--- config.mk ---
export PLATFORM = sky130hd
export DESIGN_NAME = param_updown_counter
export DESIGN_NICKNAME = d
export VERILOG_FILES = /design/src/rtl/param_updown_counter_pkg.sv /design/src/rtl/param_updown_counter_updown_next.sv /design/src/rtl/param_updown_counter.sv
export SDC_FILE = /design/constraint.sdc
export NUM_CORES = 1
export LEC_CHECK = 0
export CAP_MARGIN = 5
export CORE_ASPECT_RATIO = 0.8
export CORE_MARGIN = 2
export CORE_UTILIZATION = 52
export DETAILED_ROUTE_END_ITERATION = 8
export GPL_TIMING_DRIVEN = 0
export PLACE_DENSITY = 0.81
export SLEW_MARGIN = 20
export SYNTH_ARGS = -nofsm -noshare
export SYNTH_HDL_FRONTEND = slang
export SYNTH_HIERARCHICAL = 1
export SYNTH_SLANG_ARGS = --single-unit
--- constraint.sdc ---
create_clock -name clk -period 2.9 [get_ports clk]
set_input_delay 0.58 -clock clk [delete_from_list [all_inputs] [get_ports clk]]
set_output_delay 0.58 -clock clk [all_outputs]
set_load 0.01 [all_outputs]
--- src/rtl/param_updown_counter_pkg.sv ---
// Shared definitions for the parameterised up/down counter: mode encodings
// and the default counter width.
package param_updown_counter_pkg;

    // Behaviour at a count boundary: wrap around or stick at the bound.
    typedef enum logic {
        MODE_WRAP = 1'b0,
        MODE_SAT  = 1'b1
    } mode_e;

    localparam int DEFAULT_WIDTH = 8;

endpackage : param_updown_counter_pkg

--- src/rtl/param_updown_counter_updown_next.sv ---
// Combinational next-value and boundary detection for the up/down counter.
// All arithmetic is done one bit wider than the counter so an increment from
// all-ones never aliases back to zero before the bound comparison.
module updown_next
    import param_updown_counter_pkg::*;
#(
    parameter int WIDTH = DEFAULT_WIDTH
) (
    input  logic [WIDTH-1:0] count_i,
    input  logic             up_down_i,
    input  logic             mode_i,
    input  logic [WIDTH-1:0] limit_i,
    input  logic [WIDTH-1:0] load_value_i,
    output logic [WIDTH-1:0] next_count_o,
    output logic             boundary_o,
    output logic [WIDTH-1:0] load_clamped_o
);

    logic [WIDTH:0] cnt_ext;
    logic [WIDTH:0] lim_ext;
    logic [WIDTH:0] ld_ext;
    logic [WIDTH:0] inc_ext;
    logic [WIDTH:0] dec_ext;
    logic [WIDTH:0] result_ext;

    assign cnt_ext = {1'b0, count_i};
    assign lim_ext = {1'b0, limit_i};
    assign ld_ext  = {1'b0, load_value_i};
    assign inc_ext = cnt_ext + {{WIDTH{1'b0}}, 1'b1};
    assign dec_ext = cnt_ext - {{WIDTH{1'b0}}, 1'b1};

    // Step the count one place in the requested direction, resolving the bound.
    always_comb begin
        result_ext = cnt_ext;
        boundary_o = 1'b0;
        if (up_down_i) begin
            if (cnt_ext >= lim_ext) begin
                boundary_o = 1'b1;
                result_ext = (mode_i == MODE_SAT) ? lim_ext : '0;
            end else begin
                result_ext = inc_ext;
            end
        end else begin
            // A count above a lowered limit just decrements; only zero is a bound.
            if (cnt_ext == '0) begin
                boundary_o = 1'b1;
                result_ext = (mode_i == MODE_SAT) ? '0 : lim_ext;
            end else begin
                result_ext = dec_ext;
            end
        end
    end

    // Loads never place the count above the current limit.
    always_comb begin
        load_clamped_o = (ld_ext > lim_ext) ? limit_i : load_value_i;
    end

    assign next_count_o = result_ext[WIDTH-1:0];

endmodule : updown_next

--- src/rtl/param_updown_counter.sv ---
// Parameterised up/down counter with wrap/saturate modes, inclusive upper
// limit, synchronous load, registered terminal-count pulse and sticky wrap flag.
module param_updown_counter
    import param_updown_counter_pkg::*;
#(
    parameter int WIDTH = DEFAULT_WIDTH
) (
    input  logic             clk,
    input  logic             reset,
    input  logic             enable,
    input  logic             up_down,
    input  logic             mode,
    input  logic [WIDTH-1:0] limit,
    input  logic             load,
    input  logic [WIDTH-1:0] load_value,
    input  logic             ovf_clr,
    output logic [WIDTH-1:0] count_out,
    output logic             tc,
    output logic             ovf
);

    logic [WIDTH-1:0] count_q, count_d;
    logic             tc_q, tc_d;
    logic             ovf_q, ovf_d;

    logic [WIDTH-1:0] step_count;
    logic             step_boundary;
    logic [WIDTH-1:0] load_clamped;
    logic [WIDTH-1:0] reset_count;

    updown_next #(
        .WIDTH (WIDTH)
    ) u_next (
        .count_i        (count_q),
        .up_down_i      (up_down),
        .mode_i         (mode),
        .limit_i        (limit),
        .load_value_i   (load_value),
        .next_count_o   (step_count),
        .boundary_o     (step_boundary),
        .load_clamped_o (load_clamped)
    );

    // Counting up starts from zero; counting down starts from the limit.
    assign reset_count = up_down ? '0 : limit;

    // Select the next state by priority: load, then enabled count, then hold.
    always_comb begin
        count_d = count_q;
        tc_d    = 1'b0;
        ovf_d   = ovf_q & ~ovf_clr;
        if (load) begin
            count_d = load_clamped;
        end else if (enable) begin
            count_d = step_count;
            tc_d    = step_boundary;
            // A wrap sets the flag even when a clear arrives in the same cycle.
            if (step_boundary && (mode == MODE_WRAP)) begin
                ovf_d = 1'b1;
            end
        end
    end

    // State registers; reset overrides every other request.
    always_ff @(posedge clk) begin
        if (reset) begin
            count_q <= reset_count;
            tc_q    <= 1'b0;
            ovf_q   <= 1'b0;
        end else begin
            count_q <= count_d;
            tc_q    <= tc_d;
            ovf_q   <= ovf_d;
        end
    end

    assign count_out = count_q;
    assign tc        = tc_q;
    assign ovf       = ovf_q;

endmodule : param_updown_counter

After elaboration in Yosys (flattened, before gate mapping)
Cells that the tools add are included.
{ "totals": {"ff_bits": 10, "in_bits": 23, "out_inout_bits": 10} }
{ "op_classes": {"add_sub_neg": 2, "n_lt_le_gt_ge": 2, "mux": 16, "n_bitwise": 4, "reduce_logical": 4} }
{ "op_table": {"columns": ["op", "count"], "rows": [
  ["two-way mux 8 bit", 10],
  ["zero test 9 bit", 1],
  ["adder 8 x 1 -> 8 bit (second input constant)", 1],
  [">= comparator 8 bit", 1],
  ["greater-than comparator 8 bit", 1],
  ["subtractor 8 x 1 -> 8 bit (second input constant)", 1],
  ["two-way mux 1 bit", 6],
  ["inverter 1 bit", 3],
  ["nonzero test 3 bit", 1],
  ["OR reduction 3 bit", 1],
  ["AND 1 bit", 1],
  ["logical AND 1 bit", 1]
]} }

Longest topological paths before layout
{ "logic_depth": {"word_depth": 7, "mapped_depth": 11, "mapped_depth_nobuf": 10} }

By module
Netlist, hierarchy kept.
{ "modules_own_cells": {"columns": ["module", "instances", "cells_each", "area_per_inst_um2"], "rows": [
  ["updown_next", 1, 144, 1037.2],
  ["param_updown_counter", 1, 36, 504.2]
]} }

Worst setup path before layout
Ideal clock, no wire load.
{ "synth_timing": {"kind": "input to register", "startpoint": "input port limit[7]", "endpoint": "register count_q[5], in the netlist count_out[5], data pin", "setup_time_ns": 0.262, "t_arrival_ns": 2.209, "required_ns": 2.638, "path_slack_ns": 0.429, "path_stages": 9, "path_buffers": 0, "path_cell_list": "inv_1 -> ha_1 -> nand2_1 -> o21ai_0 -> mux2i_1 -> nor2_1 -> mux2_2 -> mux2i_1 -> o22ai_1"} }
{ "synth_lines": {"columns": ["item", "line", "source"], "rows": [
  ["from (decl)", "param_updown_counter.sv:13", "input logic [WIDTH-1:0] limit,"],
  ["greater-than comparator 8 bit", "param_updown_counter_updown_next.sv:56", "load_clamped_o = (ld_ext > lim_ext) ? limit_i : load_value_i;"],
  ["two-way mux 8 bit", "param_updown_counter_updown_next.sv:56", null],
  ["named net load_clamped[5]", "param_updown_counter.sv:28", "logic [WIDTH-1:0] load_clamped;"],
  ["two-way mux 8 bit", "param_updown_counter.sv:52", "if (load) begin"],
  ["two-way mux 8 bit", "param_updown_counter.sv:66", "if (reset) begin"],
  ["to (signal assigned)", "param_updown_counter.sv:67", "count_q <= reset_count;"],
  ["to (signal assigned)", "param_updown_counter.sv:71", "count_q <= count_d;"],
  ["to (decl)", "param_updown_counter.sv:22", "logic [WIDTH-1:0] count_q, count_d;"]
]} }
The timed path passes the listed nets, and every way through them passes these cells. The select of a mux whose other input is x is not followed.
A chain may end at the register's enable or synchronous reset.

Worst setup path in the final report
{ "layout_timing": {"startpoint": "input port limit[5]", "endpoint": "register count_q[1], in the netlist count_out[1], data pin"} }
The elaborated chain is that of the path after synthesis.

==> results.json <==
{
  "path_clk_slew_ns": 0.05,
  "antennaDiodeCount": 0,
  "cp_slowest_cell": "clkdlybuf4s50_1",
  "worst_slack_ns": 0.0634,
  "track_usage": 0.274,
  "wl_mm": 4.73,
  "die_h_um": 52.7,
  "post-place-ws_ns": -0.674,
  "maxSlewHeadroom": 0.669,
  "syn_inst": 180,
  "critPathMaxStageDelay_ns": 0.51,
  "fin_worst_skew_ns": 0.00540,
  "cts-htree-levels": 1,
  "yosysSeqAreaShare": 0.182,
  "synthTopCellsByCount": "19 x ha_1, 14 x a21oi_1, 14 x nand2_1",
  "crit_type": "in -> reg",
  "grt_overflow_total": 0,
  "drtIter0Drc": 106,
  "grt_max_degree": 11,
  "min_path_type": "reg -> reg",
  "vias": 1591,
  "cap_violations": 0,
  "finalSetupViolCount": 0,
  "synth_top_area_share": 0.156,
  "portBuffers": 32,
  "core_mm2": 0.00279,
  "viasPerCell": 6.24,
  "fin_crit_sh": 0.978,
  "worstPathBufferInverterCount": 2,
  "die_w_um": 64.9,
  "synth_area_leaders": "edfxtp_1 16%, ha_1 15%, mux2_2 8.0%, mux2i_1 5.8%, a21oi_1 4.5%",
  "synth.avg_cell_area_um2": 8.56,
  "power.leakage_uw": 0.000874,
  "synthesis.nets": 222,
  "antenna_left": 0,
  "insertion_delay_ns": 0.24,
  "num_rows": 17,
  "cts_tree": "yes",
  "critPathCaptureType": "register",
  "synth_top_area_cell": "edfxtp_1",
  "max_clock_freq_mhz": 353,
  "synthArstFlopShare": 0,
  "gp_congestion": 0.875,
  "drv_slew": 0,
  "worst_slew_pin_slew_ns": 0.497,
  "grt_pass1_vias": 1504,
  "ys_ff_latch": 10,
  "dr.pass1.iters": 5,
  "cts_buffers": 3,
  "synth_warnings": 6,
  "crit_family": "multiplexers",
  "netlist_area_mm2": 0.00154,
  "start_util": 0.553,
  "final_hold_viol_count": 0,
  "postCtsHoldBufs": 0,
  "grt_first_pass_wirelength_mm": 7.22,
  "antenna_found_initial": 0,
  "cp_cell_sequence": "clkdlybuf4s50_1 > inv_1 > ha_1 > a21oi_1 > o21ai_2 > mux2i_2 > nor2_4 > mux2_2 > mux2i_1 > o2bb2ai_1",
  "power_density_mw_per_mm2": 415,
  "irDropWorstVdd_v": 0.000290,
  "ys.flop_type": "edfxtp_1",
  "period_minus_slack_ns": 2.84,
  "yosysMostFrequentCell": "ha_1",
  "holdWs_ns": 0.572,
  "wire_per_inst_um": 18.5,
  "cts-root-buf": "clkbuf_8",
  "cp_max_fo": 8,
  "synth_cell_types": 42,
  "route.detailed.drc": 0,
  "synth_edf_count": 8,
  "cts.sinks": 10,
  "crit_required_ns": 2.87,
  "dieArea_mm2": 0.00342,
  "arrival_ns": 2.81,
  "ios": 33,
  "fillers": 204,
  "area_growth_pct": 33.5,
  "nNetsFinal": 261,
  "startpoint_type": "input port",
  "status": "finished clean",
  "drive_above_1_share": 0.230,
  "clockBufferDepth": 2,
  "dp_hpwl_mm": 3.52
}
==> what timing repair did <==
action	4_1_cts	5_1_grt
gates resized for setup	10	18
setup endpoints to repair	10	8
cloned	0	0
pin swaps	3	5
buffers inserted	0	2
==> registers in the layout (all words and copies together) (netlist names) <==
name / flops
ovf: 1
tc: 1
count_out: 8
==> power breakdown <==
part           leakage (µW)  internal, µW  total [µW]  switching, µW
Combinational      0.000748           247         503            256
Clock             0.0000216          90.9         145           54.3
Sequential         0.000104           179         207           27.8
==> final timing paths <==
kind / from / to / slack [ns] / cells after the start
worst max-delay path: limit[5] / count_out[1]$_DFFE_PP_ / 0.06 / 10
worst min-delay path: ovf$_SDFF_PP0_ / ovf$_SDFF_PP0_ / 0.57 / 2
worst max register to register: count_out[3]$_DFFE_PP_ / count_out[0]$_DFFE_PP_ / 0.19 / 8
worst min register to register: ovf$_SDFF_PP0_ / ovf$_SDFF_PP0_ / 0.57 / 2
==> tightest hold or removal path: cells and delay by family, from the launching register on <==
kind | cells | cell delay (ns)
simple gates | 1 | 0.16
compound gates | 1 | 0.06
flops | 1 | 0.30
==> final cells by class <==
cell class                 count  area, µm²  area share
clock buffer                   3       41.3      0.0201
tap                           38       47.5      0.0231
inverter                      11       41.3      0.0201
buffer                        12       93.8      0.0456
multi-input combinational    147       1210       0.588
sequential                    10        280       0.136
timing repair buffer          34        344       0.167
==> cell families (layout without fill, tap and decap cells) <==
logic type,after synthesis,after routing,share of synthesized area
multiplexers,20,20,0.139
buffers and inverters,23,60,0.0852
AND/OR/NAND/NOR,52,52,0.177
XOR/XNOR,10,10,0.0568
flip-flops,10,10,0.182
adder cells (fa/ha/maj),19,19,0.154
AO/OA/AOI/OAI,46,46,0.206
==> per-layer routing <==
layer / wire length (µm) / part of all wire / track usage / vias up
met5: 0 / 0 / 0 / -
met4: 31 / 0.0066 / 0.0426 / 0
met3: 349 / 0.074 / 0.0215 / 6
met2: 2370 / 0.50 / 0.510 / 96
met1: 1980 / 0.42 / 0.353 / 742
li1: - / - / - / 747
==> cells in the final DEF (no fill, tap or decap), types with 4 or more instances in the layout <==
master | synthesis | final
nand4_1 | 5 | 5
o2bb2ai_1 | 7 | 7
mux2_2 | 11 | 11
buf_6 | 4 | 5
dlymetal6s2s_1 | 0 | 4
edfxtp_1 | 8 | 8
buf_4 | 3 | 4
a21oi_1 | 14 | 8
nand2_1 | 14 | 14
nor3_1 | 4 | 4
a21oi_2 | 0 | 5
nand2b_1 | 4 | 4
xor2_1 | 6 | 6
nor2_1 | 8 | 7
ha_1 | 19 | 18
inv_1 | 11 | 9
clkdlybuf4s50_1 | 0 | 27
xnor2_1 | 4 | 4
mux2i_1 | 9 | 8
==> per-stage QoR <==
step	setup TNS (ns)	power [µW]	area, µm²	utilization	instances
2_1_floorplan	0	493	1540	-	180
5_1_grt	-0.0282	900	2060	0.739	255
6_report	0	855	2060	0.739	255
4_1_cts	0	803	1980	0.710	253
3_3_place_gp	-5.08	626	1910	0.685	250
3_5_place_dp	-5.71	645	1910	0.685	250
Note: power is estimated with default switching activity, not from simulation.
